### src/rtl/game_pkg.sv
// Shared constants and types for the LED-matrix dodge game.
package game_pkg;

  localparam int unsigned ROWS             = 16;
  localparam int unsigned COLS             = 16;
  localparam int unsigned PLAYER_ROW       = 14;
  localparam int unsigned PLAYER_START_COL = 7;

  typedef logic [15:0][15:0] pixel_grid_t;

  typedef enum logic [2:0] {
    IDLE,
    RUN,
    STEP,
    CHECK,
    LOST
  } game_state_t;

endpackage

### src/rtl/pixel_collide.sv
// Combinational red/green overlap detector over a full pixel grid.
module pixel_collide
  import game_pkg::*;
(
  input  pixel_grid_t red_i,
  input  pixel_grid_t grn_i,
  output logic        hit_o
);

  // Any pixel lit in both colours is a collision.
  always_comb begin
    hit_o = |(red_i & grn_i);
  end

endmodule

### src/rtl/game_sequencer.sv
// Game sequencer: obstacle field shifting, player movement, scoring and
// collision-driven game over for the 16x16 red/green LED matrix.
module game_sequencer
  import game_pkg::*;
#(
  parameter int unsigned TICK_DIV = 1024
) (
  input  logic              Clock,
  input  logic              reset,
  input  logic              start,
  input  logic              left,
  input  logic              right,
  input  logic [15:0]       obstacle_row,
  output logic [15:0][15:0] RedPixels,
  output logic [15:0][15:0] GrnPixels,
  output logic              lost,
  output logic              running,
  output logic [7:0]        score,
  output logic              row_req
);

  localparam logic [15:0] TICK_LAST = 16'(TICK_DIV - 1);
  localparam logic [3:0]  START_COL = 4'(PLAYER_START_COL);

  game_state_t state_q, state_d;
  logic [15:0] tick_q, tick_d;
  pixel_grid_t red_q, red_d;
  pixel_grid_t grn;
  logic [3:0]  col_q, col_d;
  logic [7:0]  score_q, score_d;
  logic        hit;

  // Sprite is a single pixel in the player row at the current column.
  always_comb begin
    grn                    = '0;
    grn[PLAYER_ROW][col_q] = 1'b1;
  end

  pixel_collide u_collide (
    .red_i (red_q),
    .grn_i (grn),
    .hit_o (hit)
  );

  // Next-state logic for the FSM, tick counter, field, player and score.
  always_comb begin
    state_d = state_q;
    tick_d  = tick_q;
    red_d   = red_q;
    col_d   = col_q;
    score_d = score_q;
    case (state_q)
      IDLE: begin
        red_d   = '0;
        col_d   = START_COL;
        score_d = '0;
        tick_d  = '0;
        if (start) state_d = RUN;
      end
      RUN: begin
        // Collision wins over both the move and the tick so the losing
        // frame stays exactly as it was when the overlap appeared.
        if (hit) begin
          state_d = LOST;
        end else begin
          if (left && !right && col_q != 4'd0) begin
            col_d = col_q - 4'd1;
          end else if (right && !left && col_q != 4'd15) begin
            col_d = col_q + 4'd1;
          end
          if (tick_q == TICK_LAST) begin
            tick_d  = '0;
            state_d = STEP;
          end else begin
            tick_d = tick_q + 16'd1;
          end
        end
      end
      STEP: begin
        red_d   = {red_q[14:0], obstacle_row};
        score_d = (score_q == 8'hFF) ? score_q : score_q + 8'd1;
        state_d = CHECK;
      end
      CHECK: begin
        state_d = hit ? LOST : RUN;
      end
      LOST: begin
        // Clear on the way out so IDLE shows a blank field immediately.
        if (start) begin
          red_d   = '0;
          col_d   = START_COL;
          score_d = '0;
          state_d = IDLE;
        end
      end
      default: state_d = IDLE;
    endcase
  end

  // State registers with asynchronous active-low reset.
  always_ff @(posedge Clock or negedge reset) begin
    if (!reset) begin
      state_q <= IDLE;
      tick_q  <= '0;
      red_q   <= '0;
      col_q   <= START_COL;
      score_q <= '0;
    end else begin
      state_q <= state_d;
      tick_q  <= tick_d;
      red_q   <= red_d;
      col_q   <= col_d;
      score_q <= score_d;
    end
  end

  // Moore outputs decoded from registered state.
  always_comb begin
    RedPixels = red_q;
    GrnPixels = grn;
    lost      = (state_q == LOST);
    running   = (state_q == RUN) || (state_q == STEP) || (state_q == CHECK);
    score     = score_q;
    row_req   = (state_q == STEP);
  end

endmodule

### config.mk
export PLATFORM = sky130hd
export DESIGN_NAME = game_sequencer
export DESIGN_NICKNAME = d
export VERILOG_FILES = /design/src/rtl/game_pkg.sv /design/src/rtl/pixel_collide.sv /design/src/rtl/game_sequencer.sv
export SDC_FILE = /design/constraint.sdc
export NUM_CORES = 1
export LEC_CHECK = 0
export CAP_MARGIN = 30
export CORE_AREA = 2 2 211 213
export DETAILED_ROUTE_END_ITERATION = 7
export DIE_AREA = 0 0 213 215
export PLACE_DENSITY = 0.65
export SLEW_MARGIN = 20
export SYNTH_ARGS = -nofsm -noshare
export SYNTH_HDL_FRONTEND = slang
export SYNTH_HIERARCHICAL = 1
export SYNTH_SLANG_ARGS = --single-unit
### constraint.sdc
create_clock -name Clock -period 3.6 [get_ports Clock]
set_input_delay 0.36 -clock Clock [delete_from_list [all_inputs] [get_ports Clock]]
set_output_delay 0.36 -clock Clock [all_outputs]
set_load 0.01 [all_outputs]
; ---- Yosys cells after proc, flatten, opt, wreduce, memory -nomap -nowiden
; Cells that the tools add are included.
; W data, S select, Z words.
[op_classes]
add_sub_neg = 4
n_bitwise = 1
n_reduce_logical = 20
magnitude_cmp = 2
n_mux = 21
n_eq_ne = 13
[op_table]
columns = cell, n
row1 = $pmux W256 S3, 1
row2 = $and A256 B240 Y256, 1
row3 = $mux W256, 1
row4 = $reduce_or A256 Y1, 1
row5 = $mux W16, 2
row6 = $pmux W16 S2, 1
row7 = $pmux W8 S3, 1
row8 = $add A16 B1 Y16 const B, 1
row9 = $eq A16 B10 Y1 const B, 1
row10 = $mux W4, 4
row11 = $mux W8, 2
row12 = $mux W3, 5
row13 = $pmux W3 S5, 1
row14 = $pmux W4 S3, 1
row15 = $add A8 B1 Y8 const B, 1
row16 = $eq A8 B8 Y1 const B, 1
row17 = $ne A2 B2 Y1 const B, 4
row18 = $eq A3 B2 Y1 const B, 2
row19 = $ne A3 B3 Y1 const B, 2
row20 = $reduce_and A3 Y1, 2
row21 = $reduce_bool A3 Y1, 2
row22 = $logic_and A1 B1 Y1, 5
row23 = $lt A4 B5 Y1 const B, 1
row24 = $add A4 B1 Y4 const B, 1
row25 = other kinds (14), 17
[totals]
output_inout_bits = 523
input_bits = 21
elab_cells = 81
ff_bits = 287

; ---- Logic depth before layout (Yosys ltp)
; Gate-level depths: netlist of run 1.
[logic_depth]
depth_word = 8
mapped_depth = 15
mapped_depth_nobuf = 13

; ---- Hierarchy
; Netlist of run 1, hierarchy kept.
[modules_own_cells]
columns = mod, seq_area_each_um2, cells_each, area_per_inst_um2, n_inst
row1 = game_sequencer, 7185.6, 1053, 12697.2, 1
row2 = pixel_collide, 0.0, 149, 1452.6, 1

; ---- Worst setup path after synthesis of run 1
; OpenSTA, ideal clock, no wires.
[synth_timing]
path_type = flip-flop to flip-flop
start = register col_q[0]
end = register tick_q[8]
arrival_ns = 2.867
stages_incl_launch_ff = 14
path_slack_ns = 0.630
setup_ns = 0.103
n_path_buf = 2
period_less_slack_ns = 2.970
cell_sequence = dfstp_2 clkbuf_1 inv_1 nand2_1 nor3_1 a221oi_2 nand4_1 nor4_1 nand4_1 nand2_1 nand2_1 a211o_2 buf_4 o41ai_2
[synth_lines]
columns = element, line_no
row1 = start: declaration, game_sequencer.sv:29  ; logic [3:0] col_q, col_d;
row2 = start signal: assignment, game_sequencer.sv:112  ; col_q <= col_d;
row3 = end signal: assignment, game_sequencer.sv:110  ; tick_q <= tick_d;
row4 = end: declaration, game_sequencer.sv:26  ; logic [15:0] tick_q, tick_d;

; ---- Worst setup path after layout of run 1
[layout_timing]
start = register col_q[0]
end = register col_q[2]
[layout_between]
elab_chain_len = 8
word_cells_on_any_way = 20
classes_between = add/sub (2) / order compare (2) / eq/ne (3) / mux (6) / bitwise (1) / reduce/logical (6)
[layout_lines]
columns = element, line_no
row1 = $lt A4 B5 Y1 (not written as such) / $ge A4 B1 Y1 (equally long branches), game_sequencer.sv:36  ; grn[PLAYER_ROW][col_q] = 1'b1;
row2 = $logic_and A1 B1 Y1 (not written as such), game_sequencer.sv:36
row3 = $mux W1 (not written as such), game_sequencer.sv:36
row4 = $demux W1 S4 *, game_sequencer.sv:36
row5 = $and A256 B240 Y256 *, pixel_collide.sv:12  ; hit_o = |(red_i & grn_i);
row6 = $reduce_or A256 Y1 *, pixel_collide.sv:12
row7 = named net hit, game_sequencer.sv:31  ; logic hit;
row8 = $ne A2 B2 Y1 (no source line) *, n/a
row9 = $reduce_and A4 Y1 (no source line) *, n/a
; The timed path passes the listed nets; every way through them passes the cells marked *. The select of a mux whose other input is x is not followed.
; A chain may end at the register's enable or synchronous reset.

==> run_summary.xml, run 1 <==
<?xml version="1.0" encoding="UTF-8"?>
<metrics>
  <group name="clock_network">
    <metric name="clock_sink_count" unit="">287</metric>
    <metric name="cts-htree-levels" unit="">2</metric>
    <metric name="clkLatencyLatePin" unit="ns">0.54</metric>
    <metric name="cts.clk_slew.worst_paths" unit="ns">0.06</metric>
    <metric name="clockRootBuffer" unit="">clkbuf_16</metric>
    <metric name="numCtsBuffers" unit="">36</metric>
    <metric name="clock_tree_from_tritoncts" unit="">done</metric>
    <metric name="cts_repair_resize_count" unit="">0</metric>
    <metric name="cts-root-to-sink-buffers" unit="">3</metric>
  </group>
  <group name="finish">
    <metric name="final_cells" unit="">2344</metric>
    <metric name="drive_gt1_share" unit="%">6.79</metric>
    <metric name="final_net_count" unit="">1755</metric>
    <metric name="design_area" unit="mm²">0.0190</metric>
    <metric name="synthToLayoutAreaGrowth" unit="%">34.6</metric>
    <metric name="fill_cell_count" unit="">4181</metric>
    <metric name="insertedDiodeCount" unit="">0</metric>
  </group>
  <group name="worst_setup_path">
    <metric name="crit_type" unit="">register to register</metric>
    <metric name="r2r-start" unit="">col_q[0]</metric>
    <metric name="timing.critical_path.to_type" unit="">register</metric>
    <metric name="r2r_end" unit="">col_q[2]</metric>
    <metric name="worstRegToRegCells" unit="">12</metric>
    <metric name="rrSetupSlack" unit="ns">0.42</metric>
    <metric name="worstPathRequired" unit="ns">4.04</metric>
    <metric name="worstPathMaxFanout" unit="">11</metric>
    <metric name="critical_path_arrival" unit="ns">3.62</metric>
    <metric name="worst_setup_path_start_kind" unit="">register</metric>
  </group>
  <group name="placement">
    <metric name="dpl.cell_count" unit="">2282</metric>
    <metric name="dp_worst_setup_slack" unit="ns">0.405</metric>
    <metric name="numPortBuffers" unit="">303</metric>
    <metric name="postPlaceCellArea" unit="mm²">0.0178</metric>
    <metric name="hpwlAfterDp" unit="mm">37.1</metric>
    <metric name="gp_congestion" unit="">0.893</metric>
  </group>
  <group name="route">
    <metric name="drtPass1Iterations" unit="">5</metric>
    <metric name="vias" unit="">11300</metric>
    <metric name="antenna_violating_nets_post_route" unit="">0</metric>
    <metric name="first_iter_violations" unit="">868</metric>
    <metric name="totalWireLength" unit="mm">49.6</metric>
    <metric name="drt-wirelength-per-cell" unit="µm">21.2</metric>
    <metric name="drt-vias-per-instance" unit="">4.81</metric>
    <metric name="drc_errors" unit="">0</metric>
  </group>
  <group name="run">
    <metric name="cap_violations" unit="">0</metric>
  </group>
  <group name="logic_synthesis">
    <metric name="fraction_of_synthesized_cell_area_taken_by_the_top_area_cell_type" unit="%">50.2</metric>
    <metric name="synth.yosys.seq_area_share" unit="%">50.8</metric>
    <metric name="synth_cell_type_count" unit="">50</metric>
    <metric name="syn-mean-instance-area" unit="µm²">11.8</metric>
    <metric name="synth-warning-count" unit="">6</metric>
    <metric name="synth_area_leader_cell" unit="">dfrtp_1</metric>
    <metric name="cell_count_after_synthesis" unit="">1202</metric>
    <metric name="synthTopCellsByArea" unit="">dfrtp_1, a22o_1, buf_4</metric>
    <metric name="synth_seq_cells" unit="">287</metric>
    <metric name="synth.cell_area" unit="mm²">0.0141</metric>
  </group>
  <group name="global_route">
    <metric name="maximum_number_of_pins_on_one_net_before_global_route_repair" unit="">130</metric>
    <metric name="global_route.peak_usage_layer" unit="">met1</metric>
    <metric name="grt_pass1_vias" unit="">10400</metric>
    <metric name="global_route.usage.total" unit="%">21.2</metric>
    <metric name="met2_usage" unit="%">29.3</metric>
    <metric name="grt.met3_usage" unit="%">4.87</metric>
    <metric name="antenna_found_initial" unit="">0</metric>
    <metric name="grt_remaining_overflow" unit="">0</metric>
    <metric name="grt.met1_usage" unit="%">32.0</metric>
    <metric name="global_route_wire_length_before_repair" unit="mm">71.7</metric>
  </group>
  <group name="pwr">
    <metric name="p_comb_share" unit="%">23.7</metric>
    <metric name="total_leakage_power" unit="nW">8.94</metric>
    <metric name="sw_frac_of_total" unit="%">33.9</metric>
    <metric name="power_switching" unit="mW">3.25</metric>
    <metric name="power.density" unit="mW/mm²">503</metric>
    <metric name="vdd_drop_max" unit="mV">0.281</metric>
    <metric name="share_clk_of_total_power" unit="%">39.1</metric>
    <metric name="internal_power" unit="mW">6.34</metric>
    <metric name="power_frac_seq" unit="%">37.2</metric>
  </group>
  <group name="hold_path">
    <metric name="holdPathStages" unit="">2</metric>
    <metric name="holdCritStartpoint" unit="">obstacle_row[14]</metric>
    <metric name="worst_hold_path.endpoint" unit="">RedPixels[14]</metric>
    <metric name="hold_path_class" unit="">input pin to register</metric>
  </group>
  <group name="sta">
    <metric name="period_share" unit="%">88.2</metric>
    <metric name="timing.max_slew.rel_slack" unit="%">32.6</metric>
    <metric name="setup_repair_after_global_routing_missed_its_margin" unit="">false</metric>
    <metric name="final.setup.worst_slack" unit="ns">0.423</metric>
    <metric name="timing.final.hold_violations" unit="">0</metric>
    <metric name="worst_slew_pin_slew" unit="ns">1.01</metric>
    <metric name="fin_tns_setup" unit="ns">0</metric>
    <metric name="holdWs" unit="ns">0.429</metric>
    <metric name="worst_clock_skew" unit="ns">0.0194</metric>
    <metric name="drv_slew" unit="">0</metric>
    <metric name="final.min_clock_period" unit="ns">3.18</metric>
    <metric name="setup_viol" unit="">0</metric>
    <metric name="max_freq" unit="GHz">0.315</metric>
  </group>
  <group name="floorplanning">
    <metric name="die_h" unit="µm">215</metric>
    <metric name="io-pin-count" unit="">544</metric>
    <metric name="die_w" unit="µm">213</metric>
    <metric name="floorplan.die_area" unit="mm²">0.0458</metric>
    <metric name="fp-row-count" unit="">77</metric>
    <metric name="design.core.area" unit="mm²">0.0436</metric>
    <metric name="initial_standard_cell_utilization_of_the_core" unit="%">32.4</metric>
  </group>
  <group name="run_status">
    <metric name="run_status" unit="">finished, final reports clean</metric>
  </group>
</metrics>
how the worst max path moves through the flow:
stage | start | end | slack [ns] | depth (start not counted)
after floorplan | col_q[0] | tick_q[8] | 0.63 | 13
after global routing | col_q[0] | tick_q[12] | 0.14 | 12
after global placement | col_q[0] | tick_q[15] | 0.53 | 12
after CTS | col_q[0] | col_q[2] | 0.38 | 12
final | col_q[0] | col_q[2] | 0.42 | 12
after detailed placement | col_q[0] | tick_q[15] | 0.41 | 12
power groups by stage:
stage	combinational, mW	sequential, mW	clock [mW]
5_1_grt	2.46	3.59	3.98
3_3_place_gp	2.22	3.62	0
6_report	2.27	3.57	3.75
4_1_cts	2.23	3.56	3.85
2_1_floorplan	1.68	3.52	0
3_5_place_dp	2.22	3.62	0
layout make-up:
type | instances | area [µm²] | share of cell area (%)
Clock buffer | 51 | 1090 | 5.72
Tap cell | 592 | 741 | 3.89
Clock inverter | 10 | 150 | 0.788
Timing Repair Buffer | 319 | 3220 | 16.9
Inverter | 10 | 45.0 | 0.237
Sequential cell | 287 | 7190 | 37.7
Multi-Input combinational cell | 1075 | 6610 | 34.7
cell families after synthesis:
kind of cell / share of synthesized area (%)
AO/OA/AOI/OAI: 27.5
flip-flops: 50.8
XOR/XNOR: 0.186
multiplexers: 0.212
other: 0.0265
AND/OR/NAND/NOR: 5.57
buffers and inverters: 15.3
adder cells (fa/ha/maj): 0.495
registers in the layout, summed over array words and instances (netlist names):
register and cells:
RedPixels 256, tick_q 16, score 8, col_q 4
state_q 3
worst max-delay path, stage by stage, from the launching register on:
cell and delay, ns:
dfstp_2 0.63, inv_1 0.10, nand2_1 0.14, nor3_1 0.09, a221oi_2 0.28, nand4_1 0.13
nor4_1 0.42, nand4_1 0.18, buf_4 0.18, or3_1 0.36, nor2_1 0.27, nand2_1 0.09
a32oi_1 0.21
cell usage after synthesis, drive strengths merged:
cell type	n
a22o	321
dfrtp	284
buf	275
a221oi	64
clkbuf	34
nand2	33
nor2	27
nand4	22
nand3	19
o21ai	18
nor3	16
inv	9
nand2b	8
or3	7
a21oi	6
nor4	5
a21o	4
ha	4
o41ai	4
and2	3
dfstp	3
mux2i	3
nor2b	3
o31ai	3
or2	3
xnor2	3
a211oi	2
a31oi	2
nor4b	2
o311ai	2
or3b	2
a211o	1
a2bb2oi	1
a32oi	1
and3	1
clkinv	1
conb	1
fa	1
o22a	1
o2bb2ai	1
o32ai	1
or4	1
timing repair:
action                                 CTS  global route
endpoints found under the hold margin  102             0
hold buffers                             1             0
setup buffers                            0             0
placed cells by master, fill, tap and decap left out, drive strengths merged, types with 2 or more instances in the layout:
cell type	instances
clkinv	5
xnor2	3
o41ai	4
nand3	19
mux2i	3
a21oi	6
inv	11
nor3	16
o31ai	3
dfstp	3
clkdlybuf4s50	302
or2	3
buf	16
o311ai	2
nor4	5
and2	3
conb	480
clkbuf	51
or3b	2
a22o	321
a31oi	2
dfrtp	284
nor4b	2
bufinv	3
a211oi	2
a21o	4
nand2b	8
a221oi	64
nor2b	3
nor2	27
nand4	22
o21ai	18
ha	4
or3	7
nand2	33
routing by layer:
metal | vias up | share of wire, %
li1 | 4978 | -
met1 | 5751 | 47
met2 | 470 | 43
met3 | 69 | 7.5
met4 | 0 | 3.0
met5 | - | 0
through the flow:
stage          total power, mW  util (%)
2_1_floorplan             5.19         -
3_3_place_gp              5.84      40.8
3_5_place_dp              5.84      40.8
4_1_cts                   9.65      43.6
5_1_grt                   10.0      43.6
6_report                  9.59      43.6
(Power assumes the default switching activity.)
==> inputs of run 2 (changes only) <==
--- a/config.mk
+++ b/config.mk
@@ -7,6 +7,7 @@
 export LEC_CHECK = 0
 export CAP_MARGIN = 30
 export CORE_AREA = 2 2 211 213
+export CTS_CLUSTER_DIAMETER = 100
 export DETAILED_ROUTE_END_ITERATION = 7
 export DIE_AREA = 0 0 213 215
 export PLACE_DENSITY = 0.65
==> constraint.sdc (replaced) <==
create_clock -name Clock -period 3.6 [get_ports Clock]
set_input_delay 0.72 -clock Clock [delete_from_list [all_inputs] [get_ports Clock]]
set_output_delay 0.72 -clock Clock [all_outputs]
set_load 0.01 [all_outputs]
==> run 2 against run 1 <==
- highest routed layer unchanged
- power decreased by 3.3%
- combinational power up 2%
- critical path depth shrank 9
==> run_summary.xml, run 2 (synthesis gave the netlist of run 1 again) <==
<?xml version="1.0" encoding="UTF-8"?>
<metrics>
  <group name="worst_setup_path">
    <metric name="timing.critical_path.slowest_stage_cell" unit="">clkdlybuf4s50_1</metric>
    <metric name="worstPathMaxFanout" unit="">10</metric>
    <metric name="critical_path.startpoint" unit="">col_q[2]</metric>
    <metric name="r2r_end" unit="">col_q[2]</metric>
    <metric name="crit_type" unit="">register to output pin</metric>
    <metric name="worstRegToRegCells" unit="">12</metric>
    <metric name="worst_setup_path_start_kind" unit="">register</metric>
    <metric name="rrSetupSlack" unit="ns">0.41</metric>
    <metric name="critical_path_arrival" unit="ns">2.52</metric>
    <metric name="timing.critical_path.to_type" unit="">output pin</metric>
    <metric name="list_of_cells_traversed_by_the_critical_path" unit="">nand2_1 &gt; nor3_1 &gt; clkdlybuf4s50_1</metric>
    <metric name="r2r-start" unit="">col_q[0]</metric>
    <metric name="worst_path_largest_cell_delay" unit="ns">0.68</metric>
    <metric name="worstPathRequired" unit="ns">2.88</metric>
  </group>
  <group name="floorplanning">
    <metric name="initial_standard_cell_utilization_of_the_core" unit="%">32.4</metric>
    <metric name="design.core.area" unit="mm²">0.0436</metric>
    <metric name="fp-row-count" unit="">77</metric>
    <metric name="io-pin-count" unit="">544</metric>
    <metric name="die_h" unit="µm">215</metric>
    <metric name="floorplan.die_area" unit="mm²">0.0458</metric>
    <metric name="die_w" unit="µm">213</metric>
  </group>
  <group name="hold_path">
    <metric name="hold_path_class" unit="">input pin to asynchronous set/reset pin</metric>
  </group>
  <group name="route">
    <metric name="drt-vias-per-instance" unit="">4.83</metric>
    <metric name="drc_errors" unit="">0</metric>
    <metric name="totalWireLength" unit="mm">49.1</metric>
    <metric name="drt-wirelength-per-cell" unit="µm">21.0</metric>
    <metric name="antenna_violating_nets_post_route" unit="">0</metric>
    <metric name="first_iter_violations" unit="">1027</metric>
    <metric name="vias" unit="">11300</metric>
    <metric name="drtPass1Iterations" unit="">7</metric>
  </group>
  <group name="finish">
    <metric name="layout_common_cells" unit="">conb_1, a22o_1, clkdlybuf4s50_1</metric>
    <metric name="most_common_cell_after_layout_fill_and_taps_aside" unit="">conb_1</metric>
    <metric name="insertedDiodeCount" unit="">0</metric>
    <metric name="drive_gt1_share" unit="%">6.40</metric>
    <metric name="final_core_utilization" unit="%">43.3</metric>
    <metric name="final_net_count" unit="">1754</metric>
    <metric name="design_area" unit="mm²">0.0189</metric>
    <metric name="largest_reg_flops" unit="">256</metric>
    <metric name="synthToLayoutAreaGrowth" unit="%">33.5</metric>
  </group>
  <group name="placement">
    <metric name="hpwlAfterDp" unit="mm">36.2</metric>
    <metric name="gp_congestion" unit="">0.902</metric>
    <metric name="numPortBuffers" unit="">303</metric>
    <metric name="postPlaceCellArea" unit="mm²">0.0178</metric>
  </group>
  <group name="clock_network">
    <metric name="cts-htree-levels" unit="">2</metric>
    <metric name="clock_sink_count" unit="">287</metric>
    <metric name="cts.clk_slew.worst_paths" unit="ns">0.06</metric>
    <metric name="cts-root-to-sink-buffers" unit="">3</metric>
    <metric name="clock_tree_from_tritoncts" unit="">done</metric>
    <metric name="cts_hold_repair.buffers" unit="">0</metric>
    <metric name="numCtsBuffers" unit="">35</metric>
    <metric name="postCtsSetupRepairBufs" unit="">0</metric>
    <metric name="clkLatencyLatePin" unit="ns">0.54</metric>
    <metric name="cts_repair_resize_count" unit="">0</metric>
    <metric name="clockRootBuffer" unit="">clkbuf_16</metric>
  </group>
  <group name="global_route">
    <metric name="grt_pass1_vias" unit="">10200</metric>
    <metric name="grt_remaining_overflow" unit="">0</metric>
    <metric name="global_route_wire_length_before_repair" unit="mm">71.0</metric>
    <metric name="global_route.usage.total" unit="%">20.9</metric>
    <metric name="antenna_found_initial" unit="">0</metric>
    <metric name="maximum_number_of_pins_on_one_net_before_global_route_repair" unit="">196</metric>
  </group>
  <group name="sta">
    <metric name="worst_clock_skew" unit="ns">0.0151</metric>
    <metric name="holdWs" unit="ns">0.168</metric>
    <metric name="timing.final.hold_violations" unit="">0</metric>
    <metric name="max_freq" unit="GHz">0.309</metric>
    <metric name="fin_tns_setup" unit="ns">0</metric>
    <metric name="timing.max_slew.rel_slack" unit="%">28.1</metric>
    <metric name="drv_slew" unit="">0</metric>
    <metric name="final.min_clock_period" unit="ns">3.24</metric>
    <metric name="setup_repair_after_global_routing_missed_its_margin" unit="">false</metric>
    <metric name="period_share" unit="%">90.0</metric>
    <metric name="setup_viol" unit="">0</metric>
    <metric name="worst_slew_pin_slew" unit="ns">1.08</metric>
  </group>
  <group name="run">
    <metric name="cap_violations" unit="">0</metric>
  </group>
  <group name="run_status">
    <metric name="run_status" unit="">finished, final reports clean</metric>
  </group>
  <group name="pwr">
    <metric name="total_leakage_power" unit="nW">8.86</metric>
    <metric name="design_power_total" unit="mW">9.27</metric>
    <metric name="power.density" unit="mW/mm²">490</metric>
    <metric name="vdd_drop_max" unit="mV">0.377</metric>
  </group>
</metrics>
[run 2: cell count changes in the layout (fill, tap and decap cells not counted), sizes merged]
cell / before / now
inv: 11 / 10
dlygate4sd3: 1 / 0
clkinvlp: 1 / 2
clkbuf: 51 / 54
bufinv: 3 / 0
clkinv: 5 / 2
buf: 16 / 17
[run 2: where the power goes]
| part | internal, mW | total [mW] | switching (mW) |
|---|---|---|---|
| logic | 0.685 | 2.32 | 1.64 |
| clock network | 2.02 | 3.42 | 1.40 |
| registers | 3.34 | 3.53 | 0.181 |
[run 2: routing by layer]
metal | part of all wire [%] | track usage, % | up-vias | wire length [µm]
met2 | 43 | 29.4 | 538 | 21000
li1 | - | - | 4967 | -
met3 | 8.1 | 4.41 | 66 | 3980
met4 | 2.4 | 6.39 | 0 | 1160
met5 | 0 | 0 | - | 0
met1 | 47 | 31.8 | 5743 | 22900
[run 2: worst max path at each step]
stage,to,slack (ns),cells past startpoint
2_1_floorplan,tick_q[8],0.63,13
3_3_place_gp,tick_q[15],0.49,12
3_5_place_dp,tick_q[14],0.31,12
4_1_cts,tick_q[14],0.28,12
5_1_grt,col_q[2],0.13,12
6_report,GrnPixels[236],0.36,3
[run 2: layout make-up]
class / count / area, µm²
timing repair buffer: 319 / 3220
inverter: 10 / 45.0
multi-input combinational: 1075 / 6620
tap: 592 / 741
sequential: 287 / 7190
clock inverter: 4 / 28.8
clock buffer: 54 / 1060
fill: 4121 / 24700
[run 2: critical path: cells and delay by family, from the launching register on]
family | cells | cell delay [ns]
flip-flops | 1 | 0.62
buffers and inverters | 1 | 0.68
AND/OR/NAND/NOR | 2 | 0.68
[run 2: stage by stage]
step,setup slack (ns),cells
finish,0.359,2341
global route,0.126,2341
CTS,0.283,2341
detailed placement,0.314,2283
global placement,0.493,2283
floorplan,0.630,1681
